$ cat src/rtl/core_fetch_queue_if.sv
// Bundle of the fetch queue's control, memory-read and consumer signals.
// The queue itself connects through the slave modport; the driving environment uses master.
interface core_fetch_queue_if #(
    parameter int DEPTH = 4
);
    logic [1:0]                   mode_i;
    logic                         redirect_i;
    logic [7:0]                   redirect_pc_i;
    logic                         snoop_val_i;
    logic [7:0]                   snoop_addr_i;
    logic [7:0]                   mem_addr_o;
    logic                         mem_val_o;
    logic                         mem_rdy_i;
    logic [15:0]                  mem_rdata_i;
    logic                         out_val_o;
    logic                         out_rdy_i;
    logic [7:0]                   out_pc_o;
    logic [15:0]                  out_instr_o;
    logic [7:0]                   fetch_pc_o;
    logic [$clog2(DEPTH+1)-1:0]   count_o;

    modport master (
        output mode_i, redirect_i, redirect_pc_i, snoop_val_i, snoop_addr_i,
        output mem_rdy_i, mem_rdata_i, out_rdy_i,
        input  mem_addr_o, mem_val_o, out_val_o, out_pc_o, out_instr_o,
        input  fetch_pc_o, count_o
    );

    modport slave (
        input  mode_i, redirect_i, redirect_pc_i, snoop_val_i, snoop_addr_i,
        input  mem_rdy_i, mem_rdata_i, out_rdy_i,
        output mem_addr_o, mem_val_o, out_val_o, out_pc_o, out_instr_o,
        output fetch_pc_o, count_o
    );
endinterface

$ cat src/rtl/core_fetch_queue.sv
// Instruction prefetch queue: a circular buffer of {pc, instr} entries filled from
// instruction memory, with redirect flush and self-modifying-code snoop invalidation.
module core_fetch_queue #(
    parameter int         DEPTH    = 4,
    parameter logic [7:0] RESET_PC = 8'h10
) (
    input logic               clk_i,
    input logic               rst_i,
    core_fetch_queue_if.slave bus
);
    localparam int PTR_W = $clog2(DEPTH);
    localparam int CNT_W = $clog2(DEPTH+1);

    logic [7:0]       pc_reg    [DEPTH];
    logic [15:0]      instr_reg [DEPTH];
    logic [PTR_W-1:0] rd_ptr_reg;
    logic [PTR_W-1:0] wr_ptr_reg;
    logic [CNT_W-1:0] count_reg;
    logic [7:0]       fetch_pc_reg;

    logic [DEPTH-1:0] age_match;
    logic             hit_any;
    logic [CNT_W-1:0] hit_age;
    logic [PTR_W-1:0] hit_slot;
    logic             snoop_hit;
    logic             head_hit;
    logic             addr_snooped;
    logic             mem_val;
    logic             push;
    logic             out_val;
    logic             pop;

    // age_match[gi] compares the gi-th oldest valid entry against the snooped store address
    generate
        for (genvar gi = 0; gi < DEPTH; gi++) begin : g_age
            logic [PTR_W-1:0] slot;
            assign slot          = rd_ptr_reg + PTR_W'(gi);
            assign age_match[gi] = (CNT_W'(gi) < count_reg) && (pc_reg[slot] == bus.snoop_addr_i);
        end
    endgenerate

    // Scan from youngest to oldest so the oldest matching entry wins
    always_comb begin
        hit_any  = 1'b0;
        hit_age  = '0;
        hit_slot = rd_ptr_reg;
        for (int j = DEPTH - 1; j >= 0; j--) begin
            if (age_match[j]) begin
                hit_any  = 1'b1;
                hit_age  = CNT_W'(j);
                hit_slot = rd_ptr_reg + PTR_W'(j);
            end
        end
    end

    assign snoop_hit    = bus.snoop_val_i && !bus.redirect_i && hit_any;
    assign head_hit     = snoop_hit && (hit_age == '0);
    assign addr_snooped = bus.snoop_val_i && (fetch_pc_reg == bus.snoop_addr_i);
    assign mem_val      = !bus.redirect_i && (count_reg < CNT_W'(DEPTH)) &&
                          ((bus.mode_i == 2'd1) || ((bus.mode_i == 2'd2) && (count_reg == '0)));
    // A store to the word being fetched makes the returned data stale; re-read it next cycle
    assign push         = mem_val && bus.mem_rdy_i && !snoop_hit && !addr_snooped;
    assign out_val      = (count_reg != '0) && !bus.redirect_i && !head_hit;
    assign pop          = out_val && bus.out_rdy_i;

    assign bus.mem_addr_o  = fetch_pc_reg;
    assign bus.mem_val_o   = mem_val;
    assign bus.out_val_o   = out_val;
    assign bus.out_pc_o    = (count_reg != '0) ? pc_reg[rd_ptr_reg] : 8'h00;
    assign bus.out_instr_o = (count_reg != '0) ? instr_reg[rd_ptr_reg] : 16'h0000;
    assign bus.fetch_pc_o  = fetch_pc_reg;
    assign bus.count_o     = count_reg;

    always_ff @(posedge clk_i) begin
        if (rst_i) begin
            rd_ptr_reg   <= '0;
            wr_ptr_reg   <= '0;
            count_reg    <= '0;
            fetch_pc_reg <= RESET_PC;
            for (int i = 0; i < DEPTH; i++) begin
                pc_reg[i]    <= 8'h00;
                instr_reg[i] <= 16'h0000;
            end
        end else if (bus.redirect_i) begin
            rd_ptr_reg   <= '0;
            wr_ptr_reg   <= '0;
            count_reg    <= '0;
            fetch_pc_reg <= bus.redirect_pc_i;
        end else if (snoop_hit) begin
            // Keep only entries older than the hit, then refetch from the hit's pc
            wr_ptr_reg   <= hit_slot;
            rd_ptr_reg   <= rd_ptr_reg + PTR_W'(pop);
            count_reg    <= hit_age - CNT_W'(pop);
            fetch_pc_reg <= pc_reg[hit_slot];
        end else begin
            if (push) begin
                pc_reg[wr_ptr_reg]    <= fetch_pc_reg;
                instr_reg[wr_ptr_reg] <= bus.mem_rdata_i;
                wr_ptr_reg            <= wr_ptr_reg + PTR_W'(1);
                fetch_pc_reg          <= fetch_pc_reg + 8'd1;
            end
            if (pop) begin
                rd_ptr_reg <= rd_ptr_reg + PTR_W'(1);
            end
            count_reg <= count_reg + CNT_W'(push) - CNT_W'(pop);
        end
    end
endmodule
$ cat src/flat_wrapper.sv
// flat-port wrapper written by rule: the top's interface ports become plain ports
module core_fetch_queue_flat 
#(
    parameter int         DEPTH    = 4,
    parameter logic [7:0] RESET_PC = 8'h10
)
  (clk_i, rst_i, bus_mode_i, bus_redirect_i, bus_redirect_pc_i, bus_snoop_val_i, bus_snoop_addr_i, bus_mem_rdy_i, bus_mem_rdata_i, bus_out_rdy_i, bus_mem_addr_o, bus_mem_val_o, bus_out_val_o, bus_out_pc_o, bus_out_instr_o, bus_fetch_pc_o, bus_count_o);
  core_fetch_queue_if #(.DEPTH(DEPTH)) bus_i ();
  input logic clk_i;
  input logic rst_i;
  input wire logic [$bits(bus_i.mode_i)-1:0] bus_mode_i;
  input wire logic [$bits(bus_i.redirect_i)-1:0] bus_redirect_i;
  input wire logic [$bits(bus_i.redirect_pc_i)-1:0] bus_redirect_pc_i;
  input wire logic [$bits(bus_i.snoop_val_i)-1:0] bus_snoop_val_i;
  input wire logic [$bits(bus_i.snoop_addr_i)-1:0] bus_snoop_addr_i;
  input wire logic [$bits(bus_i.mem_rdy_i)-1:0] bus_mem_rdy_i;
  input wire logic [$bits(bus_i.mem_rdata_i)-1:0] bus_mem_rdata_i;
  input wire logic [$bits(bus_i.out_rdy_i)-1:0] bus_out_rdy_i;
  output wire logic [$bits(bus_i.mem_addr_o)-1:0] bus_mem_addr_o;
  output wire logic [$bits(bus_i.mem_val_o)-1:0] bus_mem_val_o;
  output wire logic [$bits(bus_i.out_val_o)-1:0] bus_out_val_o;
  output wire logic [$bits(bus_i.out_pc_o)-1:0] bus_out_pc_o;
  output wire logic [$bits(bus_i.out_instr_o)-1:0] bus_out_instr_o;
  output wire logic [$bits(bus_i.fetch_pc_o)-1:0] bus_fetch_pc_o;
  output wire logic [$bits(bus_i.count_o)-1:0] bus_count_o;
  assign bus_i.mode_i = bus_mode_i;
  assign bus_i.redirect_i = bus_redirect_i;
  assign bus_i.redirect_pc_i = bus_redirect_pc_i;
  assign bus_i.snoop_val_i = bus_snoop_val_i;
  assign bus_i.snoop_addr_i = bus_snoop_addr_i;
  assign bus_i.mem_rdy_i = bus_mem_rdy_i;
  assign bus_i.mem_rdata_i = bus_mem_rdata_i;
  assign bus_i.out_rdy_i = bus_out_rdy_i;
  assign bus_mem_addr_o = bus_i.mem_addr_o;
  assign bus_mem_val_o = bus_i.mem_val_o;
  assign bus_out_val_o = bus_i.out_val_o;
  assign bus_out_pc_o = bus_i.out_pc_o;
  assign bus_out_instr_o = bus_i.out_instr_o;
  assign bus_fetch_pc_o = bus_i.fetch_pc_o;
  assign bus_count_o = bus_i.count_o;
  core_fetch_queue #(.DEPTH(DEPTH), .RESET_PC(RESET_PC)) u_core (.clk_i(clk_i), .rst_i(rst_i), .bus(bus_i));
endmodule
$ cat config.mk
export PLATFORM = sky130hd
export DESIGN_NAME = core_fetch_queue_flat
export DESIGN_NICKNAME = d
export VERILOG_FILES = /design/src/rtl/core_fetch_queue_if.sv /design/src/rtl/core_fetch_queue.sv /design/src/flat_wrapper.sv
export SDC_FILE = /design/constraint.sdc
export NUM_CORES = 1
export LEC_CHECK = 0
export BUFFER_PORTS_ARGS = -buffer_cell sky130_fd_sc_hd__buf_2
export CORE_UTILIZATION = 61
export CTS_BUF_LIST = sky130_fd_sc_hd__clkbuf_8
export DETAILED_ROUTE_END_ITERATION = 10
export PLACE_DENSITY_LB_ADDON = 0.2
export SYNTH_ARGS = -nofsm -noshare
export SYNTH_HDL_FRONTEND = slang
export SYNTH_SLANG_ARGS = --single-unit
$ cat constraint.sdc
create_clock -name clk_i -period 4.4 [get_ports clk_i]
set_input_delay 0.66 -clock clk_i [delete_from_list [all_inputs] [get_ports clk_i]]
set_output_delay 0.66 -clock clk_i [all_outputs]
set_load 0.005 [all_outputs]
Word level (Yosys, flattened, before mapping)

Memories as Yosys holds them, arrays and structs flattened. A register that Yosys moved wholly into a read port is not among the register bits.
Cells that the tools add are included.
W data, S select, Z words.

Bits in registers: 15
Latch bits: 0
RAM bits: 96
ROM bits: 0
Output and inout port bits: 45
Memories kept: 2

Memory list:

| memory           | depth | bits a word | read ports | clocked after memory_dff | wr ports | RTL line               | source |
|---|---|---|---|---|---|---|---|
| u_core.instr_reg | 4     | 16          | 1          | 1                        | 4        | core_fetch_queue.sv:15 | `logic [15:0] instr_reg [DEPTH];` |
| u_core.pc_reg    | 4     | 8           | 5          | 1                        | 4        | core_fetch_queue.sv:14 | `logic [7:0] pc_reg [DEPTH];` |

Add/subtract/negate cells: 9
Multipliers: 0
Divide/modulo/power cells: 0
Magnitude comparators: 5
Equal/unequal tests: 7
Shift-type cells: 0
Multiplexer cells: 39
Bitwise gates (word level): 0
Reduce and logical (&&, ||, !) cells: 31

Operators with widths:

| operator              | number |
|---|---|
| $eq A8 B8 Y1          | 5 |
| $mux W8               | 5 |
| $mux W2               | 18 |
| $mux W16              | 2 |
| $logic_and A1 B1 Y1   | 17 |
| $reduce_or A16 Y1     | 1 |
| $mux W1               | 13 |
| $add A8 B1 Y8 const B | 1 |
| $reduce_or A8 Y1      | 1 |
| $logic_not A3 Y1      | 2 |
| $lt A1 B3 Y1 const A  | 2 |
| $lt A2 B3 Y1 const A  | 2 |
| $reduce_bool A3 Y1    | 2 |
| $add A2 B1 Y2 const B | 2 |
| $add A2 B2 Y2 const B | 2 |
| $logic_not A1 Y1      | 4 |
| $reduce_bool A2 Y1    | 2 |
| $add A3 B1 Y3         | 1 |
| $lt A3 B3 Y1 const B  | 1 |
| $mux W3               | 1 |
| $sub A2 B1 Y3         | 1 |
| $sub A3 B1 Y3         | 1 |
| $add A2 B1 Y2         | 1 |
| $eq A2 B1 Y1 const B  | 1 |
| other kinds (3)       | 3 |

Longest topological paths before layout

An unclocked memory read counts as a cell.

Depth in word-level cells: 19
Gate-level depth with buffers: 15

Least setup slack after synthesis

Ideal clock, no wire load.

Kind: register to register
Start: register with a tool-made name
End: register u_core.count_reg[2], in the netlist u_core.bus.count_o[2]
Arrival: 3433 ps
Data required time: 4330 ps
Slack: 897 ps
Stages on the path, launching flop included: 16
Path buffers: 2
Period minus slack after synthesis: 3503 ps
Path through: dfxtp_1 -> buf_2 -> buf_2 -> mux4_2 -> xnor2_1 -> nand4_1 -> nor4_4 -> a211oi_1 -> and2_1 -> ha_1 -> inv_1 -> ha_1 -> fa_1 -> xnor2_1 -> nand2_1 -> a21oi_1

RTL lines:

| element              | RTL line                | source |
|---|---|---|
| end signal, assigned | core_fetch_queue.sv:93  | `count_reg <= hit_age - CNT_W'(pop);` |
| end signal, assigned | core_fetch_queue.sv:105 | `count_reg <= count_reg + CNT_W'(push) - CNT_W'(pop);` |
| end, declared        | core_fetch_queue.sv:18  | `logic [CNT_W-1:0] count_reg;` |

==> flow_summary.rst <==
.. list-table::
   :header-rows: 1

   * - Metric
     - Value
   * - Worst R2R Path Depth
     - 11
   * - Critical path buffer and inverter count
     - 3
   * - Clk sink count
     - 113
   * - Largest net degree at the start of global routing
     - 39
   * - Result of the run
     - finished with violations
   * - Setup repair after global routing missed its margin
     - false
   * - Number of different library cells in the post-synthesis netlist
     - 70
   * - Pin slew with the least headroom to its limit
     - ~0.85 ns
   * - Maximum buffer depth of the clock tree
     - 2
   * - Syn Area/Cell
     - around 11 um2
   * - Drt via density
     - 6.408
   * - Chip Height
     - 111.6 um
   * - Post-detailed-route count of antenna-violating nets
     - 0
   * - EDFF count, synth
     - 96
   * - WHS Endpoint
     - u_core.instr_reg[0][11]
   * - Data required time of the worst path
     - 4.51 ns
   * - Clock period minus worst slack
     - 3.972 ns
   * - Critical Path Fanout Max
     - 38
   * - Critical path's most frequent cell
     - buf_4
   * - Switching part of the total
     - between 20% and 30%
   * - Sum of net half-perimeters after detailed placement
     - 14.99 mm
   * - Switching power total
     - 627.3 uW
   * - Sequential cell area
     - 0.003224 mm2
   * - Via count of the first global-routing pass
     - 5,647
   * - Class of the tightest hold or removal check
     - in -> reg
   * - GP Congestion
     - 1.000
   * - Hold path depth
     - 2
   * - Cells along the critical path
     - buf_4 -> mux2i_1 -> xnor2_1 -> nand4b_1 -> nor3_1 -> o2111a_1 -> o41ai_4 -> and3_1 -> buf_4 -> a21o_1 -> buf_4
   * - Setup TNS after final layout
     - 0 ns
   * - Cell with the most instances after synthesis
     - edfxtp_1
   * - Max Slew Vio Count
     - 0
   * - Max-cap violations
     - 0
   * - CP Data Arrival Time
     - 4.08 ns
   * - Number of input and output port buffers inserted
     - 84
   * - Cell Int Power
     - 1858 uW
   * - Clock network fraction of total power
     - 40.1%
   * - Post-synth top flop
     - edfxtp_1
   * - Fraction of power consumed by combinational cells
     - 9.4%
   * - Power per cell area
     - 302.4 mW/mm2
   * - Wirelength per Cell
     - 23.18 um
   * - Antenna violations before repair
     - 0
   * - Count of boundary I/O pins
     - between 80 and 90
   * - Final setup violation count
     - 0
   * - Syn. warnings
     - 0
   * - Largest register FFs
     - 64
   * - Slack of the worst reg-to-reg path
     - between 0.4 and 0.5 ns
   * - Post-Route Utilization
     - 71.07%
   * - Number of nets at the end of the flow
     - approximately 800
   * - Count of filler cells inserted in the layout
     - 883
   * - Share of the synthesized area in the top cell type
     - about two fifths
   * - Slowest library cell on the worst path
     - dfxtp_2
   * - Origin of the worst setup path
     - u_core.rd_ptr_reg[1]
   * - Cts bufs inserted
     - 17
   * - Synth Net Count
     - 743
   * - Slowest Stage Delay on Critical Path
     - 0.52 ns
   * - First-pass GRT wire length
     - 32.57 mm
   * - Area taken by multi-input logic gates
     - 0.003704 mm2
   * - Worst max-slew margin expressed relative to the limit
     - 42.81%
   * - Kind of critical path
     - reg -> reg
   * - R2R Path End
     - u_core.instr_reg[1][12]
   * - Wire length after detailed routing
     - 21.21 mm
   * - Post-route DRC
     - 4
   * - Violated checks
     - design-rule violations
   * - Count of TritonRoute iterations in the first routing pass
     - 11
   * - Number of register bits inferred by synthesis
     - 113
   * - Most common library cells after synthesis
     - edfxtp_1, nor2_1, nand2_1
   * - Kind of cell adding the most delay to the critical path
     - buffers and inverters
   * - Share of the clock period used by the worst path after layout
     - 90.28%
   * - Gate Count Post-Synth
     - 694
   * - Flop pwr share
     - 50.5%
   * - GRT overflow
     - 0
   * - Quantity of gates resized following cts
     - 0
   * - Endpoint type of the worst setup path
     - flip-flop
   * - Final Hold Vio Count
     - 0
   * - Die Outline Area
     - 0.01245 mm2
   * - Power after layout
     - 2485 uW
   * - Static leakage power
     - between 0.003 and 0.004 uW
   * - Die Width
     - 111.6 um
   * - Buffer count from post-CTS setup fixing
     - 0
   * - Gr usage total
     - between 30 and 40%
   * - Fraction of layout instances using a drive strength above 1
     - 23.48%
   * - Category of the worst setup path launch point
     - flip-flop
   * - Worst voltage drop across the vdd grid
     - 372.5 uV
   * - Cell area after technology mapping
     - 0.007327 mm2
   * - Clock latency reported for the late side of the worst-skew pair
     - 0.44 ns
   * - Crit Reg-Reg Startpoint
     - u_core.rd_ptr_reg[1]
   * - Max Clock Skew
     - 0.008761 ns
   * - Clock edge transition at the registers on the reported setup and hold paths
     - 0.07 ns
   * - Proportion of synthesized chip area in sequential cells
     - a little over two fifths
   * - Initial drt markers
     - 683
   * - Cell Rows
     - 39
   * - Area growth from synthesis to layout
     - 12.18%
   * - Synth area leader
     - edfxtp_1
   * - Initial standard-cell utilization of the core
     - about 63%
   * - Via Count
     - 5,863
   * - Top cells by area, synth
     - edfxtp_1, mux4_2, mux2i_1, xnor2_1, dfxtp_1
   * - FFs w/ async S/R, synth
     - 0%
   * - Highest achievable clock rate
     - 0.2517 GHz
   * - Buffer cell driving the clock tree root
     - clkbuf_8
   * - Core outline area
     - 0.01156 mm2
   * - Startpoint of the tightest hold check path
     - bus_mem_rdata_i[11]
   * - Count of H-tree levels built during CTS
     - 4
   * - Clock tree from TritonCTS
     - built
   * - Hold_buf cts
     - 0
layout by cell type, fill, tap and decap left out, types with 8 or more instances in the layout:
cell type	instances
and3_1	18
nor2b_1	27
nand2_1	48
inv_1	31
xor2_1	18
clkbuf_8	17
xnor2_1	40
and2_1	34
mux4_2	23
ha_1	8
buf_4	23
edfxtp_1	96
nor2_1	68
o21ai_0	13
mux2i_1	39
dfxtp_1	16
nand4_1	9
nand3_1	10
a21oi_1	27
a31oi_1	8
buf_2	84
stage by stage:
stage               hold WS, ns  instance area, um2  instances  setup WS [ns]
finish                   0.5114                8219        915         0.4277
global route             0.5018                8217        914         0.1893
CTS                      0.4855                8217        914         0.4866
detailed placement       0.6895                7816        883         0.4954
global placement         0.6633                7816        883         0.6232
floorplan                0.5737                7327        694         0.8970
worst max-delay path by stage:
stage                                    endpoint  slack (ns)  depth (start not counted)
final                     u_core.instr_reg[1][12]        0.43                         11
after floorplan             u_core.bus.count_o[2]        0.90                         15
after global placement     u_core.instr_reg[2][7]        0.62                         11
after CTS                 u_core.instr_reg[1][12]        0.49                         11
after global routing       u_core.instr_reg[1][8]        0.19                         11
after detailed placement   u_core.instr_reg[1][9]        0.50                         11
layout make-up:
| cell class | instances | share of cell area (%) |
|---|---|---|
| multi-input combinational | 489 | 45.06 |
| sequential | 113 | 39.23 |
| timing repair buffer | 107 | 7.216 |
| clock buffer | 17 | 2.847 |
| tap | 143 | 2.177 |
| clock inverter | 14 | 2.025 |
| inverter | 31 | 1.416 |
| antenna | 1 | 0.03045 |
worst reg2reg max path: stages (launching register included):
cell and delay, ns:
dfxtp_2 0.52, buf_4 0.38, mux2i_1 0.34, xnor2_1 0.17
nand4b_1 0.13, nor3_1 0.07, o2111a_1 0.35, o41ai_4 0.53
and3_1 0.28, buf_4 0.36, a21o_1 0.19, buf_4 0.32
layer usage:
metal | vias up | GRT usage, % | routed length (um)
met5 | - | 0 | 0
met4 | 0 | 13.06 | 441
met3 | 44 | 10.02 | 2343
met2 | 365 | 52.50 | 9573
met1 | 2797 | 50.33 | 8851
li1 | 2657 | - | -
power by group through the flow:
stage          Sequential, uW  Combinational (uW)  Clock, uW
6_report                 1250                 235        996
5_1_grt                  1260                 256       1050
4_1_cts                  1250                 234       1010
3_5_place_dp             1270                 232          0
3_3_place_gp             1270                 229          0
2_1_floorplan            1240                 164          0
logic make-up (layout without fill, tap and decap cells):
group                      after synthesis  count (layout)  synth area share, %
AOI/OAI and AO/OA                      111             111                11.27
other                                    0               1                    0
DFF                                    113             113                43.99
adders and majority gates                9               9                1.639
buffers and inverters                   92             169                5.533
muxes                                   68              68                13.32
and+or+nand+nor                        242             242                16.94
xor gates and xnor gates                59              59                7.309
No activity file was read; power rests on OpenSTA's default activity.
